==> config.mk <==
export PLATFORM = sky130hd
export DESIGN_NAME = color_sensor_emu_flat
export DESIGN_NICKNAME = d
export VERILOG_FILES = /design/src/rtl/color_sensor_emu_pkg.sv /design/src/rtl/color_sensor_emu_if.sv /design/src/rtl/cse_half_timer.sv /design/src/rtl/color_sensor_emu.sv /design/src/flat_wrapper.sv
export SDC_FILE = /design/constraint.sdc
export NUM_CORES = 1
export LEC_CHECK = 0
export BUFFER_PORTS_ARGS = -buffer_cell sky130_fd_sc_hd__buf_2
export CAP_MARGIN = 25
export CORE_ASPECT_RATIO = 0.9
export CORE_MARGIN = 1.5
export CORE_UTILIZATION = 26
export CTS_CLUSTER_DIAMETER = 60
export DETAILED_ROUTE_END_ITERATION = 8
export HOLD_SLACK_MARGIN = 0.06
export SLEW_MARGIN = 5
export SYNTH_ARGS = -nofsm -noshare
export SYNTH_HDL_FRONTEND = slang
export SYNTH_SLANG_ARGS = --single-unit
export TNS_END_PERCENT = 10
==> constraint.sdc <==
create_clock -name clk -period 10 [get_ports clk]
set_clock_uncertainty 0.05 [all_clocks]
set_input_delay 2 -clock clk [delete_from_list [all_inputs] [get_ports clk]]
set_output_delay 2 -clock clk [all_outputs]
set_load 0.01 [all_outputs]
==> src/rtl/color_sensor_emu_pkg.sv <==
// Shared encodings, scale multipliers, FSM state enum and half-period helpers
// for the colour-sensor frequency emulator.
package color_sensor_emu_pkg;

    typedef enum logic [1:0] {
        RED   = 2'b00,
        BLUE  = 2'b01,
        CLEAR = 2'b10,
        GREEN = 2'b11
    } filter_e;

    typedef enum logic [1:0] {
        PD   = 2'b00,
        S2   = 2'b01,
        S20  = 2'b10,
        S100 = 2'b11
    } scale_e;

    typedef enum logic [1:0] {
        ST_OFF    = 2'b00,
        ST_SETTLE = 2'b01,
        ST_RUN    = 2'b10
    } state_e;

    localparam logic [21:0] MULT_S100 = 22'd1;
    localparam logic [21:0] MULT_S20  = 22'd5;
    localparam logic [21:0] MULT_S2   = 22'd50;

    localparam logic [15:0] LFSR_SEED = 16'hACE1;
    localparam logic [15:0] LFSR_TAPS = 16'hB400;

    // A zero base is promoted to 1 so the half-period can never be empty.
    function automatic logic [21:0] cse_eff_half(input logic [15:0] base, input logic [1:0] scl);
        logic [21:0] b;
        b = (base == 16'd0) ? 22'd1 : {6'd0, base};
        case (scl)
            S100:    cse_eff_half = b * MULT_S100;
            S20:     cse_eff_half = b * MULT_S20;
            S2:      cse_eff_half = b * MULT_S2;
            default: cse_eff_half = b;
        endcase
    endfunction

    function automatic logic [15:0] cse_lfsr_step(input logic [15:0] lfsr);
        cse_lfsr_step = lfsr[0] ? ((lfsr >> 1) ^ LFSR_TAPS) : (lfsr >> 1);
    endfunction

    function automatic logic [21:0] cse_jitter(input logic [21:0] half, input logic [15:0] lfsr);
        if (lfsr[0]) begin
            cse_jitter = half + 22'd1;
        end else if (lfsr[1]) begin
            cse_jitter = (half > 22'd1) ? (half - 22'd1) : 22'd1;
        end else begin
            cse_jitter = half;
        end
    endfunction

endpackage

==> src/rtl/color_sensor_emu_if.sv <==
// Configuration bus for writing per-channel base half-periods.
interface color_sensor_emu_if;
    logic        cfg_we;
    logic [1:0]  cfg_sel;
    logic [15:0] cfg_half;

    modport master (output cfg_we, output cfg_sel, output cfg_half);
    modport slave  (input  cfg_we, input  cfg_sel, input  cfg_half);
endinterface

==> src/rtl/cse_half_timer.sv <==
// Half-period reload counter and wave toggle; with CSE_NOISE_EN defined an
// LFSR jitters every reloaded half-period.
module cse_half_timer
    import color_sensor_emu_pkg::*;
(
    input  logic        clk,
    input  logic        rst_n,
    input  logic        clr,
    input  logic        load,
    input  logic        run,
    input  logic [21:0] eff_half,
    output logic        wave_next
);

    logic [21:0] cnt_r;
    logic [21:0] cnt_nxt;
    logic [21:0] half_r;
    logic [21:0] half_nxt;
    logic [21:0] reload_s;
    logic        wave_r;
    logic        toggle_s;

`ifdef CSE_NOISE_EN
    logic [15:0] lfsr_r;

    assign reload_s = cse_jitter(eff_half, lfsr_r);

    // Noise source advances once per wave toggle.
    always_ff @(posedge clk) begin
        if (!rst_n) begin
            lfsr_r <= LFSR_SEED;
        end else if (toggle_s) begin
            lfsr_r <= cse_lfsr_step(lfsr_r);
        end else begin
            lfsr_r <= lfsr_r;
        end
    end
`else
    assign reload_s = eff_half;
`endif

    // Half-period is only re-sampled on reload, so config writes never cut a half short.
    always_comb begin
        cnt_nxt   = cnt_r;
        half_nxt  = half_r;
        wave_next = wave_r;
        toggle_s  = 1'b0;
        if (clr) begin
            cnt_nxt   = 22'd0;
            wave_next = 1'b0;
        end else if (load) begin
            cnt_nxt   = 22'd0;
            wave_next = 1'b0;
            half_nxt  = reload_s;
        end else if (run) begin
            if (cnt_r == half_r - 22'd1) begin
                toggle_s  = 1'b1;
                wave_next = ~wave_r;
                cnt_nxt   = 22'd0;
                half_nxt  = reload_s;
            end else begin
                cnt_nxt = cnt_r + 22'd1;
            end
        end else begin
            cnt_nxt = cnt_r;
        end
    end

    // Counter state registers.
    always_ff @(posedge clk) begin
        if (!rst_n) begin
            cnt_r  <= 22'd0;
            half_r <= 22'd1;
            wave_r <= 1'b0;
        end else begin
            cnt_r  <= cnt_nxt;
            half_r <= half_nxt;
            wave_r <= wave_next;
        end
    end

endmodule

==> src/rtl/color_sensor_emu.sv <==
// Colour-sensor frequency emulator top: OFF/SETTLE/RUN FSM, base half-period
// registers and output gating (optional jitter via CSE_NOISE_EN in the timer).
module color_sensor_emu
    import color_sensor_emu_pkg::*;
#(
    parameter int SETTLE_CYCLES = 16,
    parameter int DEF_HALF      = 100
) (
    input  logic                     clk,
    input  logic                     rst_n,
    input  logic [1:0]               scale,
    input  logic [1:0]               filter,
    input  logic                     oe_n,
    color_sensor_emu_if.slave        cfg,
    output logic                     sensor_freq,
    output logic                     settled
);

    localparam logic [1:0] OFF    = ST_OFF;
    localparam logic [1:0] SETTLE = ST_SETTLE;
    localparam logic [1:0] RUN    = ST_RUN;

    logic [1:0]  state_r;
    logic [1:0]  state_nxt;
    logic [15:0] settle_r;
    logic [15:0] settle_nxt;
    logic [1:0]  scale_r;
    logic [1:0]  filter_r;
    logic [15:0] base_r [4];
    logic [21:0] eff_half_s;
    logic        changed_s;
    logic        wave_next_s;

    assign changed_s  = (scale != scale_r) || (filter != filter_r);
    assign eff_half_s = cse_eff_half(base_r[filter], scale);

    // Next-state logic; any filter/scale change restarts the settle window.
    always_comb begin
        state_nxt  = state_r;
        settle_nxt = settle_r;
        if (scale == PD) begin
            state_nxt  = OFF;
            settle_nxt = 16'd0;
        end else begin
            case (state_r)
                OFF: begin
                    state_nxt  = SETTLE;
                    settle_nxt = 16'd0;
                end
                SETTLE: begin
                    if (changed_s) begin
                        settle_nxt = 16'd0;
                    end else if (settle_r == 16'(SETTLE_CYCLES - 1)) begin
                        state_nxt  = RUN;
                        settle_nxt = 16'd0;
                    end else begin
                        settle_nxt = settle_r + 16'd1;
                    end
                end
                RUN: begin
                    if (changed_s) begin
                        state_nxt  = SETTLE;
                        settle_nxt = 16'd0;
                    end else begin
                        state_nxt = RUN;
                    end
                end
                default: begin
                    state_nxt  = OFF;
                    settle_nxt = 16'd0;
                end
            endcase
        end
    end

    cse_half_timer u_timer (
        .clk       (clk),
        .rst_n     (rst_n),
        .clr       (state_nxt != RUN),
        .load      ((state_r == SETTLE) && (state_nxt == RUN)),
        .run       ((state_r == RUN) && (state_nxt == RUN)),
        .eff_half  (eff_half_s),
        .wave_next (wave_next_s)
    );

    // FSM state and registered outputs.
    always_ff @(posedge clk) begin
        if (!rst_n) begin
            state_r     <= OFF;
            settle_r    <= 16'd0;
            scale_r     <= 2'b00;
            filter_r    <= 2'b00;
            sensor_freq <= 1'b0;
            settled     <= 1'b0;
        end else begin
            state_r     <= state_nxt;
            settle_r    <= settle_nxt;
            scale_r     <= scale;
            filter_r    <= filter;
            sensor_freq <= wave_next_s & ~oe_n;
            settled     <= (state_nxt == RUN);
        end
    end

    // Per-channel base half-period registers; reset wins over a same-cycle write.
    always_ff @(posedge clk) begin
        if (!rst_n) begin
            for (int i = 0; i < 4; i++) begin
                base_r[i] <= 16'(DEF_HALF);
            end
        end else if (cfg.cfg_we) begin
            base_r[cfg.cfg_sel] <= cfg.cfg_half;
        end else begin
            base_r <= base_r;
        end
    end

endmodule

==> src/flat_wrapper.sv <==
// flat-port wrapper written by rule: the top's interface ports become plain ports
module color_sensor_emu_flat import color_sensor_emu_pkg::*;
#(
    parameter int SETTLE_CYCLES = 16,
    parameter int DEF_HALF      = 100
)
  (clk, rst_n, scale, filter, oe_n, sensor_freq, settled, cfg_cfg_we, cfg_cfg_sel, cfg_cfg_half);
  color_sensor_emu_if cfg_i ();
  input  logic clk;
  input  logic rst_n;
  input  logic [1:0] scale;
  input  logic [1:0] filter;
  input  logic oe_n;
  output logic sensor_freq;
  output logic settled;
  input wire logic [$bits(cfg_i.cfg_we)-1:0] cfg_cfg_we;
  input wire logic [$bits(cfg_i.cfg_sel)-1:0] cfg_cfg_sel;
  input wire logic [$bits(cfg_i.cfg_half)-1:0] cfg_cfg_half;
  assign cfg_i.cfg_we = cfg_cfg_we;
  assign cfg_i.cfg_sel = cfg_cfg_sel;
  assign cfg_i.cfg_half = cfg_cfg_half;
  color_sensor_emu #(.SETTLE_CYCLES(SETTLE_CYCLES), .DEF_HALF(DEF_HALF)) u_core (.clk(clk), .rst_n(rst_n), .scale(scale), .filter(filter), .oe_n(oe_n), .cfg(cfg_i), .sensor_freq(sensor_freq), .settled(settled));
endmodule
==> run_results.csv <==
group,metric,value,unit
drt,vias,7292,
logic_synthesis,yosys-top-cells-area,"dfxtp_1 (29%), ha_1 (12%), nand2_1 (6.9%)",
critical_path,arrival,6.57,ns
power_and_ir_drop,p_sw_share,28.6,%
logic_synthesis,ys.flop_type,"dfxtp_1",
critical_path,critPathCaptureType,"register",
timing,fin_tns_setup,0,ns
global_route,gr-total-overflow,0,
drt,antenna_left,0,
timing,slew_headroom,42.2,%
floorplan,start_util,26.5,%
global_route,met3_usage,2.46,%
drt,first_pass_iters,5,
logic_synthesis,synth_most_common_cell,"nand2_1",
cells_and_area,antenna_cells,0,
clock_network,holdBufCountCts,0,
floorplan,die_area,35900,um2
global_route,grt_most_used_layer,"met2",
power_and_ir_drop,p_int,0.000973,W
job,drv_cap,0,
global_route,grt_antenna_before_repair,0,
logic_synthesis,netlist_instances,1063,
clock_network,cts.repair.resized,0,
power_and_ir_drop,powerDensity,134,nW/um2
critical_path,timing.rr.end,"u_core.u_timer.half_r[20]",
clock_network,cts_tree,"built",
critical_path,worstRegToRegCells,13,
clock_network,post-cts-setup-buffers,0,
drt,viasPerCell,4.73,
power_and_ir_drop,pwr-share-seq,40.1,%
logic_synthesis,yosysUniqueCellTypes,72,
floorplan,die_w,200,um
critical_path,r2r_start,"u_core.base_r[34]",
critical_path,worst_ep_required_time,10.24,ns
timing,hold_slack,0.406,ns
power_and_ir_drop,ir_drop,0.114,mV
critical_path,r2r_slack,5.54,ns
drt,routed_wl,21300,um
global_route,use_met2,20.3,%
clock_network,htree_levels,4,
cells_and_area,utilization,29.7,%
timing,timing.final.crit_share,63.3,%
placement,io_buffer_count,27,
hold_path,hold_class,"reg2reg",
clock_network,cts_inserted_buffers,17,
timing,worst_pin_slew,0.867,ns
timing,clock.fmax,158,MHz
global_route,grt_pass1_vias,7191,
floorplan,ios,28,
placement,place_congestion,0.825,
logic_synthesis,avgSynthCellArea,8.50,um2
drt,drc,0,
critical_path,crit_path_start_kind,"input pin",
logic_synthesis,synth_edf_count,0,
power_and_ir_drop,leakage,4.00,nW
critical_path,cp_max_fo,18,
timing,rsz0062_at_grt,"false",
logic_synthesis,synth_warnings,0,
logic_synthesis,synth_nets,1186,
cells_and_area,area_delta_synth_final,12.3,%
drt,wl_per_cell,13.8,um
critical_path,path_class,"in2reg",
hold_path,worstHoldStart,"u_core.state_r[0]",
outcome,status,"completed",
logic_synthesis,synth_common_cells,"nand2_1 (165), dfxtp_1 (133), ha_1 (85)",
logic_synthesis,synth_area_leader_cell,"dfxtp_1",
hold_path,min_path_cells,1,
cells_and_area,fin_nets,1191,
placement,dp_hpwl,15600,um
placement,placed_cells,1511,
logic_synthesis,seq_area_frac_synth,29.5,%
logic_synthesis,syn-cell-area,9040,um2
logic_synthesis,ys_async_sr_fraction,0,%
timing,setup_violations,0,
timing,hold_violations,0,
logic_synthesis,yosysTopAreaCellShare,29.5,%
power_and_ir_drop,power_switching,0.000389,W
clock_network,path_clk_slew,0.07,ns
clock_network,clk_path_buf_depth,2,
cells_and_area,drive_above_1_share,9.16,%
global_route,grt_pass1_wl,36200,um
cells_and_area,stdcell_count,1543,
clock_network,insertion_delay,0.44,ns
floorplan,rows,64,
global_route,grt_max_degree,98,
floorplan,fp.dieH,180,um
global_route,grtUsageTotal,12.5,%
clock_network,cts_sinks,133,
drt,drt_first_iter_violations,436,
timing,fin_crit,6.33,ns
timing,finalMaxSlewViolations,0,
clock_network,cts-root-buf,"clkbuf_16",
floorplan,coreArea,34100,um2
global_route,grtUsageMet1,16.8,%
power_and_ir_drop,combPwrFrac,14.9,%
logic_synthesis,ys_seq_elements,133,
power_and_ir_drop,pwr-share-clk,45.1,%
hold_path,hold_end,"u_core.state_r[0]",
[cells in the final DEF (no fill, tap or decap), types with 17 or more instances in the layout]
cell type / n
nor2b_1: 22
nor2_1: 82
xnor2_1: 46
xor2_1: 40
nand2_1: 165
clkbuf_16: 17
a21oi_1: 26
o21ai_0: 33
dfxtp_1: 133
a21boi_0: 52
inv_1: 65
ha_1: 85
nand3_1: 35
buf_2: 27
[how the worst max path moves through the flow]
stage / end / startpoint / depth (start not counted) / slack (ns)
global placement: u_core.u_timer.half_r[20] / filter[1] / 15 / 3.29
finish: u_core.u_timer.half_r[20] / filter[1] / 14 / 3.67
global route: u_core.u_timer.half_r[20] / filter[1] / 14 / 3.34
detailed placement: u_core.u_timer.half_r[20] / filter[1] / 15 / 3.25
floorplan: u_core.u_timer.half_r[20] / filter[1] / 17 / 3.29
CTS: u_core.u_timer.half_r[20] / filter[1] / 14 / 3.68
[cells by family after synthesis]
family	Yosys count	synth area share (%)
XOR/XNOR	87	8.52
buffers and inverters	110	5.01
AND/OR/NAND/NOR	415	22.1
adder cells (fa/ha/maj)	97	14.4
multiplexers	31	5.66
flip-flops	133	29.5
AO/OA/AOI/OAI	190	14.9
[stage by stage]
stage          cell area (um2)  total power, W  worst slack [ns]
2_1_floorplan             9040        0.000706              3.29
3_3_place_gp              9580        0.000757              3.29
3_5_place_dp              9580        0.000759              3.25
4_1_cts                  10100         0.00138              3.68
5_1_grt                  10100         0.00143              3.34
6_report                 10100         0.00136              3.67
[layout make-up]
type | count | area [um2]
tap | 462 | 578
clock inverter | 14 | 141
inverter | 65 | 244
fill | 3654 | 24000
timing repair buffer | 31 | 165
multi-input combinational | 820 | 5930
clock buffer | 18 | 429
sequential | 133 | 2660
[worst max-delay path: stages]
cell      delay [ns]
buf_2           0.48
mux4_2          0.68
ha_1            0.33
ha_1            0.32
fa_1            0.47
ha_1            0.36
o211ai_1        0.31
a211oi_1        0.16
a2111o_1        0.42
o31ai_1         0.40
o21ai_0         0.17
a21oi_1         0.19
xor2_1          0.18
o22ai_1         0.08
[state kept, by name, indices dropped and copies added (netlist names)]
name	flops
u_core.base_r	64
u_core.u_timer.cnt_r	22
u_core.u_timer.half_r	22
u_core.settle_r	16
u_core.filter_r	2
u_core.scale_r	2
u_core.state_r	2
u_core.sensor_freq	1
u_core.settled	1
u_core.u_timer.wave_r	1
[power groups by stage]
stage                     registers, W  clock network [W]  logic [W]
after floorplan               0.000556                  0   0.000151
after detailed placement      0.000557                  0   0.000201
after global placement        0.000557                  0   0.000200
final                         0.000545           0.000614   0.000202
after CTS                     0.000545           0.000628   0.000202
after global routing          0.000546           0.000652   0.000231
[metal layers]
layer	routed length, um	share of wire [%]	vias to the layer above
li1	-	-	3707
met1	10400	49	3469
met2	9980	47	97
met3	626	2.9	19
met4	357	1.7	0
met5	0	0	-
No activity file was read; power rests on OpenSTA's default activity.
